<file path="config.mk">
export PLATFORM = sky130hd
export DESIGN_NAME = bp_be_stride_pf_gen_flat
export DESIGN_NICKNAME = d
export VERILOG_FILES = /design/src/rtl/bp_be_stride_pf_gen_if.sv /design/src/rtl/bp_be_stride_pf_gen.sv /design/src/flat_wrapper.sv
export SDC_FILE = /design/constraint.sdc
export NUM_CORES = 1
export LEC_CHECK = 0
export ABC_AREA = 1
export CAP_MARGIN = 10
export CORE_MARGIN = 5
export CORE_UTILIZATION = 55
export DETAILED_ROUTE_END_ITERATION = 10
export MAX_ROUTING_LAYER = met4
export PLACE_DENSITY = 0.8
export SKIP_LAST_GASP = 1
export SLEW_MARGIN = 10
export SYNTH_ARGS = -nofsm -noshare
export SYNTH_HDL_FRONTEND = slang
export SYNTH_SLANG_ARGS = --single-unit
</file>
<file path="constraint.sdc">
create_clock -name clk_i -period 14.3 [get_ports clk_i]
set_input_delay 2.86 -clock clk_i [delete_from_list [all_inputs] [get_ports clk_i]]
set_output_delay 2.86 -clock clk_i [all_outputs]
set_load 0.01 [all_outputs]
</file>
<file path="src/rtl/bp_be_stride_pf_gen_if.sv">
// bp_be_stride_pf_gen_if: RPT trigger/discovery inputs, prefetch valid/ready/addr bus, busy and drop status
interface bp_be_stride_pf_gen_if #(
   parameter int vaddr_width_p  = 39,
   parameter int stride_width_p = 8
);
   logic                      stride_v;
   logic [stride_width_p-1:0] stride;
   logic [vaddr_width_p-1:0]  pc;
   logic [vaddr_width_p-1:0]  base_addr;
   logic                      start_discovery;
   logic                      confirm_discovery;
   logic                      pf_v;
   logic [vaddr_width_p-1:0]  pf_addr;
   logic                      pf_ready;
   logic                      busy;
   logic [7:0]                drop_cnt;
   modport master (
      output stride_v, stride, pc, base_addr, start_discovery, confirm_discovery, pf_ready,
      input  pf_v, pf_addr, busy, drop_cnt
   );
   modport slave (
      input  stride_v, stride, pc, base_addr, start_discovery, confirm_discovery, pf_ready,
      output pf_v, pf_addr, busy, drop_cnt
   );
endinterface

</file>
<file path="src/rtl/bp_be_stride_pf_gen.sv">
// bp_be_stride_pf_gen: stride prefetch burst generator; ports clk_i, reset_i, bus (slave: stride trigger + discovery in, pf_v/pf_addr out with pf_ready in, busy/drop_cnt out)
module bp_be_stride_pf_gen #(
   parameter int vaddr_width_p        = 39,
   parameter int stride_width_p       = 8,
   parameter int degree_p             = 4,
   parameter int degree_unconfirmed_p = 1,
   parameter int block_offset_width_p = 6,
   parameter int page_offset_width_p  = 12
) (
   input logic                 clk_i,
   input logic                 reset_i,
   bp_be_stride_pf_gen_if.slave bus
);
   localparam logic [0:0] e_idle = 1'b0, e_issue = 1'b1;
   localparam int rem_w = $clog2(degree_p + 1);
   localparam int blk_w = vaddr_width_p - block_offset_width_p;
   localparam int pg_w  = vaddr_width_p - page_offset_width_p;
   logic [0:0]               state_r;
   logic                     confirmed_r, last_blk_v_r, skid_v_r;
   logic [vaddr_width_p-1:0] pc_r, stride_r, cand_r, skid_base_r, skid_stride_r;
   logic [pg_w-1:0]          base_pg_r;
   logic [blk_w-1:0]         last_blk_r, blk;
   logic [rem_w-1:0]         remaining_r, skid_rem_r, degree, ld_rem;
   logic [7:0]               drop_cnt_r;
   logic [vaddr_width_p-1:0] stride_sext, ld_base, ld_stride;
   logic                     trig, same_pc, page_cross, dup, pf_v, accept, restart_ok;
   logic                     restart, to_skid, drop, ld_in, load;
   always_comb begin
      stride_sext = {{(vaddr_width_p-stride_width_p){bus.stride[stride_width_p-1]}}, bus.stride};
      trig        = bus.stride_v && (bus.stride != '0);
      same_pc     = bus.pc == pc_r;
      blk         = cand_r[vaddr_width_p-1:block_offset_width_p];
      page_cross  = cand_r[vaddr_width_p-1:page_offset_width_p] != base_pg_r;
      dup         = last_blk_v_r && (blk == last_blk_r);
      pf_v        = (state_r == e_issue) && !page_cross && !dup;
      accept      = pf_v && bus.pf_ready;
      restart_ok  = !pf_v || bus.pf_ready;
      restart     = (state_r == e_issue) && restart_ok && ((trig && same_pc) || skid_v_r);
      to_skid     = (state_r == e_issue) && !restart_ok && trig && same_pc && !skid_v_r;
      drop        = (state_r == e_issue) && trig && (!same_pc || (!restart_ok && skid_v_r));
      degree      = confirmed_r ? rem_w'(degree_p) : rem_w'(degree_unconfirmed_p);
      // a fresh same-PC trigger supersedes any held skid entry
      ld_in       = (state_r == e_idle) || (trig && same_pc);
      ld_base     = ld_in ? bus.base_addr : skid_base_r;
      ld_stride   = ld_in ? stride_sext : skid_stride_r;
      ld_rem      = ld_in ? degree : skid_rem_r;
      load        = ((state_r == e_idle) && trig) || restart;
   end
   always_ff @(posedge clk_i) begin
      if (reset_i) begin
         state_r       <= e_idle;
         confirmed_r   <= 1'b0;
         last_blk_v_r  <= 1'b0;
         last_blk_r    <= '0;
         skid_v_r      <= 1'b0;
         skid_base_r   <= '0;
         skid_stride_r <= '0;
         skid_rem_r    <= '0;
         drop_cnt_r    <= '0;
         pc_r          <= '0;
         base_pg_r     <= '0;
         stride_r      <= '0;
         cand_r        <= '0;
         remaining_r   <= '0;
      end else begin
         confirmed_r <= !bus.start_discovery && (bus.confirm_discovery || confirmed_r);
         if (drop && drop_cnt_r != 8'hFF) drop_cnt_r <= drop_cnt_r + 8'd1;
         if (accept) begin
            last_blk_r   <= blk;
            last_blk_v_r <= 1'b1;
         end
         skid_v_r <= to_skid || (skid_v_r && !restart);
         if (to_skid) begin
            skid_base_r   <= bus.base_addr;
            skid_stride_r <= stride_sext;
            skid_rem_r    <= degree;
         end
         if (load) begin
            state_r     <= e_issue;
            if (ld_in) pc_r <= bus.pc;
            base_pg_r   <= ld_base[vaddr_width_p-1:page_offset_width_p];
            stride_r    <= ld_stride;
            remaining_r <= ld_rem;
            cand_r      <= ld_base + ld_stride;
         end else if (state_r == e_issue) begin
            if (page_cross) state_r <= e_idle;
            else if (dup) cand_r <= cand_r + stride_r;
            else if (accept) begin
               cand_r      <= cand_r + stride_r;
               remaining_r <= remaining_r - rem_w'(1);
               if (remaining_r == rem_w'(1)) state_r <= e_idle;
            end
         end
      end
   end
   assign bus.pf_v     = pf_v;
   assign bus.pf_addr  = pf_v ? {blk, {block_offset_width_p{1'b0}}} : '0;
   assign bus.busy     = state_r == e_issue;
   assign bus.drop_cnt = drop_cnt_r;
endmodule
</file>
<file path="src/flat_wrapper.sv">
// flat-port wrapper written by rule: the top's interface ports become plain ports
module bp_be_stride_pf_gen_flat 
#(
   parameter int vaddr_width_p        = 39,
   parameter int stride_width_p       = 8,
   parameter int degree_p             = 4,
   parameter int degree_unconfirmed_p = 1,
   parameter int block_offset_width_p = 6,
   parameter int page_offset_width_p  = 12
)
  (clk_i, reset_i, bus_stride_v, bus_stride, bus_pc, bus_base_addr, bus_start_discovery, bus_confirm_discovery, bus_pf_ready, bus_pf_v, bus_pf_addr, bus_busy, bus_drop_cnt);
  bp_be_stride_pf_gen_if #(.vaddr_width_p(vaddr_width_p), .stride_width_p(stride_width_p)) bus_i ();
  input logic clk_i;
  input logic reset_i;
  input wire logic [$bits(bus_i.stride_v)-1:0] bus_stride_v;
  input wire logic [$bits(bus_i.stride)-1:0] bus_stride;
  input wire logic [$bits(bus_i.pc)-1:0] bus_pc;
  input wire logic [$bits(bus_i.base_addr)-1:0] bus_base_addr;
  input wire logic [$bits(bus_i.start_discovery)-1:0] bus_start_discovery;
  input wire logic [$bits(bus_i.confirm_discovery)-1:0] bus_confirm_discovery;
  input wire logic [$bits(bus_i.pf_ready)-1:0] bus_pf_ready;
  output wire logic [$bits(bus_i.pf_v)-1:0] bus_pf_v;
  output wire logic [$bits(bus_i.pf_addr)-1:0] bus_pf_addr;
  output wire logic [$bits(bus_i.busy)-1:0] bus_busy;
  output wire logic [$bits(bus_i.drop_cnt)-1:0] bus_drop_cnt;
  assign bus_i.stride_v = bus_stride_v;
  assign bus_i.stride = bus_stride;
  assign bus_i.pc = bus_pc;
  assign bus_i.base_addr = bus_base_addr;
  assign bus_i.start_discovery = bus_start_discovery;
  assign bus_i.confirm_discovery = bus_confirm_discovery;
  assign bus_i.pf_ready = bus_pf_ready;
  assign bus_pf_v = bus_i.pf_v;
  assign bus_pf_addr = bus_i.pf_addr;
  assign bus_busy = bus_i.busy;
  assign bus_drop_cnt = bus_i.drop_cnt;
  bp_be_stride_pf_gen #(.vaddr_width_p(vaddr_width_p), .stride_width_p(stride_width_p), .degree_p(degree_p), .degree_unconfirmed_p(degree_unconfirmed_p), .block_offset_width_p(block_offset_width_p), .page_offset_width_p(page_offset_width_p)) u_core (.clk_i(clk_i), .reset_i(reset_i), .bus(bus_i));
endmodule
</file>
Word level (Yosys, flattened, before mapping):

Cells that the tools add are included.

* bits in registers: 242
* input bits: 92
* output and inout bits: 49

* $add $sub $neg: 4
* equality and inequality tests: 7
* muxes and demuxes: 21
* bitwise operators: 1
* reductions and logical operators: 41

Operators with widths (number)
* 2-to-1 mux 39 bit: 8
* adder 39 bit: 2
* == test 39 bit: 1
* == test 33 bit: 1
* inequality test 27 bit: 1
* 2-to-1 mux 3 bit: 7
* logical AND 1 bit: 19
* adder 8 x 1 -> 8 bit (second input constant): 1
* zero test 1 bit: 8
* inequality test 8 bit (second input constant): 1
* nonzero test 8 bit: 1
* logical OR 1 bit: 7
* 2-to-1 mux 1 bit: 6
* inequality test 2 bit (second input constant): 2
* AND reduction 4 bit: 1
* nonzero test 2 bit: 2
* == test 3 x 1 -> 1 bit (second input constant): 1
* AND reduction 3 bit: 1
* nonzero test 3 bit: 1
* subtractor 3 x 1 -> 3 bit (second input constant): 1
* AND reduction 2 bit: 1
* inverter 1 bit: 1

Longest topological paths before layout:

Gate-level depths: netlist of the first run.

* depth in word-level cells: 12
* gate-level depth with buffers: 33
* gate-level depth less buffers: 30

Least setup slack after synthesis of the first run:

Ideal clock, no wire load.

* path kind: input to register
* start: in bus_pc[15]
* end: reg u_core.cand_r[29]
* arrival time: 7487 ps
* slack: 6694 ps
* stages on the path: 20
* cells stage by stage: xor2_1 nor2_1 nand2_1 nor2_1 nand4_4 nand2_4 inv_2 o21ai_0 ha_1 a21oi_1 inv_1 a31oi_1 o21ai_0 a21oi_1 o21ai_1 nand2_1 nand2_1 or2_2 nand3_1 a21oi_1

* elaborated cells on any way between the ends: 14
* classes of those cells: add/sub: 1; eq/ne: 2; mux: 3; reduce/logical: 8

RTL lines
* start: declaration: RTL line flat_wrapper.sv:17 `input wire logic [$bits(bus_i.pc)-1:0] bus_pc;`
* == test 39 bit: RTL line bp_be_stride_pf_gen.sv:31 `same_pc = bus.pc == pc_r;`
* logical AND 1 bit: RTL line bp_be_stride_pf_gen.sv:43 `ld_in = (state_r == e_idle) || (trig && same_pc);`
* logical OR 1 bit: RTL line bp_be_stride_pf_gen.sv:43
* 2-to-1 mux 39 bit: RTL line bp_be_stride_pf_gen.sv:45 `ld_stride = ld_in ? stride_sext : skid_stride_r;`
* named net u_core.ld_stride[10]: RTL line bp_be_stride_pf_gen.sv:25 `logic [vaddr_width_p-1:0] stride_sext, ld_base, ld_stride;`
* adder 39 bit: RTL line bp_be_stride_pf_gen.sv:84 `cand_r <= ld_base + ld_stride;`
* 2-to-1 mux 39 bit: RTL line bp_be_stride_pf_gen.sv:78 `if (load) begin`
* end signal: assignment: RTL line bp_be_stride_pf_gen.sv:84
* end signal: assignment: RTL line bp_be_stride_pf_gen.sv:87 `else if (dup) cand_r <= cand_r + stride_r;`
* end signal: assignment: RTL line bp_be_stride_pf_gen.sv:89 `cand_r <= cand_r + stride_r;`
* end: declaration: RTL line bp_be_stride_pf_gen.sv:20 `logic [vaddr_width_p-1:0] pc_r, stride_r, cand_r, skid_base_r, skid_stride_r;`

The timed path passes the listed nets, and every way through them passes these cells.
A chain may end at the register's enable or synchronous reset.

Final worst setup path of the first run:

* start: in bus_stride[7]
* end: reg u_core.cand_r[36]

* elaborated cells on any way between the ends: 16
* classes of those cells: add/sub: 1; eq/ne: 1; mux: 3; reduce/logical: 11

RTL lines
* start: declaration: RTL line flat_wrapper.sv:16 `input wire logic [$bits(bus_i.stride)-1:0] bus_stride;`
* nonzero test 8 bit: RTL line bp_be_stride_pf_gen.sv:30 `trig = bus.stride_v && (bus.stride != '0);`
* logical AND 1 bit: RTL line bp_be_stride_pf_gen.sv:30
* logical AND 1 bit: RTL line bp_be_stride_pf_gen.sv:43
* logical OR 1 bit: RTL line bp_be_stride_pf_gen.sv:43
* 2-to-1 mux 39 bit (*): RTL line bp_be_stride_pf_gen.sv:45
* named net u_core.ld_stride[10]: RTL line bp_be_stride_pf_gen.sv:25
* adder 39 bit (*): RTL line bp_be_stride_pf_gen.sv:84
* 2-to-1 mux 39 bit (*): RTL line bp_be_stride_pf_gen.sv:78

The timed path passes the listed nets; every way through them passes the cells marked *.

==> metrics.yaml, run 1 <==
yosys-top-cells-area: "dfxtp_1, nand2_1, a21oi_1"
die_h_um: 174
finalCriticalPeriod_ns: 7.18
grt_overflow: 0
critPathLaunchType: "primary input"
slew_headroom_pct: 27.3
hold_path.class: "reg2reg"
skew_ns: 0.0267
total_power_w: 0.00173
p_per_area_nw_per_um2: 101
yosysWarnings: 0
cp_max_fo: 88
dpl_cell_area_um2: 16300
antenna_found_initial: 1
ys_ff_latch: 210
area_growth_pct: 15.2
critPathBufInv: 6
end_kind: "register"
setup_viol: 0
critical_path_class: "in2reg"
tightest_slew_ns: 1.09
path_cells: "clkdlybuf4s50_1, inv_1, nand4_1, o21a_1, nand4_4, nand2_4, inv_2, buf_4, nand2_1, o21ai_2, buf_4, ha_1, a21oi_1, inv_1, a31oi_1, o21ai_0, nand3_1, o2111ai_1, a21oi_1, nand2_1, xor2_1, nand2_1, a21oi_1"
viasPerCell: 5.74
status: "completed"
synth_ff_type: "dfxtp_1"
dr_total_vias: 15900
rows: 60
final_cells: 2768
cp_top_family: "buffers and inverters"
yosys.area.top_type_share_pct: 28.3
first_pass_iters: 8
synth_top_cell_by_area: "dfxtp_1"
final_area_um2: 17100
cp.arrival_ns: 7.65
dieArea_um2: 30400
io_pins: 141
nets: 2581
place_congestion: 1.02
core-area_um2: 26800
drtIter0Drc: 1554
drc_errors: 0
grt_usage_pct: 32.3
cts_htree_levels: 1
clk_pin_slew_ns: 0.06
ir_worst_vdd_v: 0.000105
finalSetupTns_ns: 0
dp.cells: 2722
grt_pass1_vias: 14700
maxCapViolations: 0
place_hpwl_um: 37800
yosysUniqueCellTypes: 63
root_buffer: "clkbuf_16"
clkLatencyLatePin_ns: 0.55
p_leak_nw: 7.54
ys_seq_area_share_pct: 28.3
drive_gt1_share_pct: 4.37
rsz0062_at_grt: "false"
hold_viol: 0
cpMaxStageDelayCell: "buf_4"
avgSynthCellArea_um2: 6.41
synth_edf_count: 0
grt_max_degree: 96
cts_buffer_depth: 3
cts_tree: "done"
clkSinkCount: 210
cts_resized: 0
finalCritPeriodShare_pct: 50.2
cp_slowest_stage_delay_ns: 0.58
grt_pass1_wl_um: 77900
cts_buffers: 26
antenna_cells: 0
fin_util_pct: 64.0
cts_setup_buffers: 0
cts_hold_buf: 0
die_w_um: 174
final_common_cell: "nand2_1"
rrSetupSlack_ns: 9.37
syn_area_um2: 14900
wire_per_inst_um: 18.1
initial_core_util_pct: 55.5
drt-total-wl_um: 50000
syn_inst: 2322
fmax_mhz: 139
port_buffers: 134
required_ns: 14.77
final_cell_mix: "nand2_1, inv_1, a21oi_1"
nFillCells: 2524
final_max_slew_viol_count: 0
async_flop_share_pct: 0
drtAntennaViolNets: 0
[synthesized netlist by cell type, types with 7 or more instances]
master     instances
nor2_1           266
clkbuf_1          46
a21oi_1          276
dfxtp_1          210
buf_4             11
buf_6              8
o21ai_1           75
nand2_2            7
xnor2_1           41
ha_1              78
inv_1            291
o21a_1             8
nor3_1            23
nand4_1           29
o2111ai_1          7
a31oi_1           17
buf_2             22
o21ai_0          265
nor4_1            16
nand3_1           77
or2_2             18
xor2_1            34
nand2_1          419
[stage by stage]
| stage | setup WS, ns | hold slack, ns |
|---|---|---|
| 2_1_floorplan | 6.69 | 0.435 |
| 3_3_place_gp | 6.68 | 0.444 |
| 3_5_place_dp | 6.71 | 0.456 |
| 4_1_cts | 7.25 | 0.466 |
| 5_1_grt | 6.85 | 0.481 |
| 6_report | 7.12 | 0.466 |
[worst min-delay path: cells and delay by family (launching register included)]
family	cells	cell delay [ns]
AO/OA/AOI/OAI	1	0.05
buffers and inverters	1	0.05
flip-flops	1	0.32
[power by group]
group          leakage, nW  total, W  switching [W]  internal (W)
clock                0.430  0.000665       0.000274      0.000391
sequential            1.72  0.000652      0.0000386      0.000613
combinational         5.40  0.000416       0.000264      0.000152
total                 7.54   0.00173       0.000576       0.00116
[state kept, by name (all words and copies together) (netlist names)]
| signal | count |
|---|---|
| u_core.confirmed_r | 1 |
| u_core.skid_base_r | 39 |
| u_core.bus.drop_cnt | 8 |
| u_core.base_pg_r | 27 |
| u_core.last_blk_r | 33 |
| u_core.cand_r | 39 |
| u_core.skid_rem_r | 2 |
| u_core.stride_r | 8 |
| u_core.skid_stride_r | 8 |
| u_core.skid_v_r | 1 |
| u_core.pc_r | 39 |
| u_core.remaining_r | 3 |
| u_core.bus.busy | 1 |
| u_core.last_blk_v_r | 1 |
[metal layers]
| layer | vias up | routed length [um] | GRT usage [%] | share of wire [%] |
|---|---|---|---|---|
| met3 | 125 | 3460 | 4.15 | 6.9 |
| met1 | 7257 | 21400 | 40.8 | 43 |
| met2 | 631 | 23100 | 53.0 | 46 |
| met4 | 0 | 1950 | 11.6 | 3.9 |
| met5 | - | 0 | - | 0 |
| li1 | 7888 | - | - | - |
[worst paths after layout]
kind / startpoint / endpoint / cells past startpoint
max: bus_stride[7] / u_core.cand_r[36] / 23
min: u_core.last_blk_r[2] / u_core.last_blk_r[2] / 2
max reg2reg: u_core.bus.busy / u_core.base_pg_r[4] / 11
min reg2reg: u_core.last_blk_r[2] / u_core.last_blk_r[2] / 2
[area by class of cell]
type	instances	area, um2	area share, %
inverter	297	1120	6.56
clock inverter	15	154	0.898
timing repair buffer	145	1420	8.30
clock buffer	31	709	4.14
sequential	210	4200	24.5
tap	341	427	2.49
multi-input combinational	1729	9100	53.1
[cell families after synthesis]
group           share of synthesized area, %
compound gates                          24.1
xor+xnor                                4.41
fa+ha+maj                               6.83
buf+inv                                 10.7
flops                                   28.3
other cells                           0.0252
simple gates                            25.6
Power figures use the tool's default switching activity.
==> inputs of run 2 (changes only) <==
- clock period: 14.3 -> 7.5 ns (I/O delays scaled with it)
==> run 2 against run 1 <==
Clock power grew 88%. Sequential cell count is the same. Largest cell class unchanged. Routed wire length is the same. Setup slack lost 5.4 ns. Sequential share of layout area is essentially flat. Hold slack lost 0.0083 ns. Power grew 90%. Die area is the same.
==> metrics.yaml, run 2 (synthesized netlist as in run 1, its figures left out) <==
p_comb_share_pct: 24.2
rsz0062_at_grt: "false"
skew_ns: 0.0209
required_ns: 6.00
cts_buffer_depth: 3
drive_gt1_share_pct: 4.12
clkPwrFrac_pct: 38.0
worst_r2r_path_depth: 14
grt_util_met3_pct: 5.11
die_h_um: 174
hold_path.class: "reg2reg"
drc_errors: 0
finalCritPeriodShare_pct: 76.6
crit_start: "u_core.cand_r[13]"
port_buffers: 134
use_met2_pct: 53.1
grt_usage_pct: 32.4
rrSetupSlack_ns: 3.04
cts_resized: 0
clk_pin_slew_ns: 0.06
wire_per_inst_um: 18.0
maxCapViolations: 0
dp_slack_ns: 1.53
dr_total_vias: 15900
cts_tree: "done"
swShare_pct: 32.4
drtAntennaViolNets: 0
path_cells: "xnor2_1, nand3_1, nor4_1, nand2_1, nor3_4, o21a_4, inv_1, nor2_1, clkdlybuf4s50_1"
hold_end: "u_core.last_blk_r[8]"
grt_overflow: 0
dpl_cell_area_um2: 16300
io_pins: 141
fin_util_pct: 64.0
nets: 2583
p_leak_nw: 7.53
dieArea_um2: 30400
critical_path_class: "reg2out"
r2r-start: "u_core.cand_r[13]"
antenna_found_initial: 1
r2r_end: "u_core.cand_r[0]"
final_cell_mix: "nand2_1, inv_1, a21oi_1"
p_switching_w: 0.00106
cp_max_fo: 33
fmax_mhz: 174
grt_pass1_wl_um: 77800
tightest_slew_ns: 1.04
drtIter0Drc: 1470
root_buffer: "clkbuf_16"
grt_max_degree: 96
hold_ws_ns: 0.458
critPathLaunchType: "register"
drt-total-wl_um: 50000
end_kind: "primary output"
status: "completed"
seq_power_share_pct: 37.8
core-area_um2: 26800
first_pass_iters: 5
cts_hold_buf: 0
holdPathStages: 2
cpMaxStageDelayCell: "dfxtp_1"
cts_htree_levels: 1
cp_slowest_stage_delay_ns: 0.73
power.internal_w: 0.00222
p_per_area_nw_per_um2: 192
slew_headroom_pct: 30.9
clkSinkCount: 210
final_common_cell: "nand2_1"
finalCriticalPeriod_ns: 5.74
cts_buffers: 25
final_area_um2: 17100
grt.busiest_layer: "met2"
grt_pass1_vias: 14900
cts_setup_buffers: 0
cp.arrival_ns: 4.24
hold_viol: 0
setup_viol: 0
met1_usage_pct: 39.9
initial_core_util_pct: 55.5
place_congestion: 0.991
ir_worst_vdd_v: 0.000167
hp-start: "u_core.last_blk_r[8]"
final_max_slew_viol_count: 0
finalSetupTns_ns: 0
top_regs: "u_core.cand_r: 39 flops, u_core.pc_r: 39 flops, u_core.skid_base_r: 39 flops"
antenna_cells: 0
finalWorstSetupSlack_ns: 1.76
area_growth_pct: 15.2
die_w_um: 174
viasPerCell: 5.75
clkLatencyLatePin_ns: 0.53
place_hpwl_um: 38400
rows: 60
-- run 2: cell count changes in the layout (fill, tap and decap cells not counted), sizes merged --
cell | previous run | this run
bufinv | 2 | 3
clkbuf | 31 | 38
inv | 297 | 296
clkinvlp | 1 | 2
buf | 11 | 14
clkinv | 12 | 2
-- run 2: critical path, delay by kind of cell, from the launching register on --
kind | cells | cell delay, ns
buffers and inverters | 2 | 1.02
xor gates and xnor gates | 1 | 0.27
AOI/OAI and AO/OA | 1 | 0.28
DFF | 1 | 0.73
and+or+nand+nor | 5 | 1.40
-- run 2: cell type report --
class                   instances  area [um2]
fillers                      2568        9660
multi-input cells            1729        9100
flip-flops and latches        210        4200
repair buffers                148        1450
inverters                     297        1120
clock buffers                  38         724
well taps                     341         427
clock inverters                 6         110
-- run 2: routing by layer --
metal	part of all wire (%)	vias up
met4	4.8	0
li1	-	7895
met5	0	-
met3	7.1	131
met2	46	582
met1	42	7301
-- run 2: power groups by stage --
stage,clock network [W],registers (W),logic (W)
finish,0.00125,0.00124,0.000796
global route,0.00131,0.00125,0.000883
CTS,0.00126,0.00124,0.000785
detailed placement,0,0.00126,0.000779
global placement,0,0.00126,0.000772
floorplan,0,0.00123,0.000554
-- run 2: worst max path at each step --
stage          cells past startpoint                 to
2_1_floorplan                     20  u_core.cand_r[29]
3_3_place_gp                      19  u_core.cand_r[37]
3_5_place_dp                      22  u_core.cand_r[29]
4_1_cts                            9     bus_pf_addr[6]
5_1_grt                           19  u_core.cand_r[37]
6_report                           9     bus_pf_addr[6]
-- run 2: metrics by stage --
step	cells	power [W]
3_5_place_dp	2725	0.00204
6_report	2769	0.00329
2_1_floorplan	2327	0.00178
5_1_grt	2769	0.00344
4_1_cts	2769	0.00328
3_3_place_gp	2725	0.00203
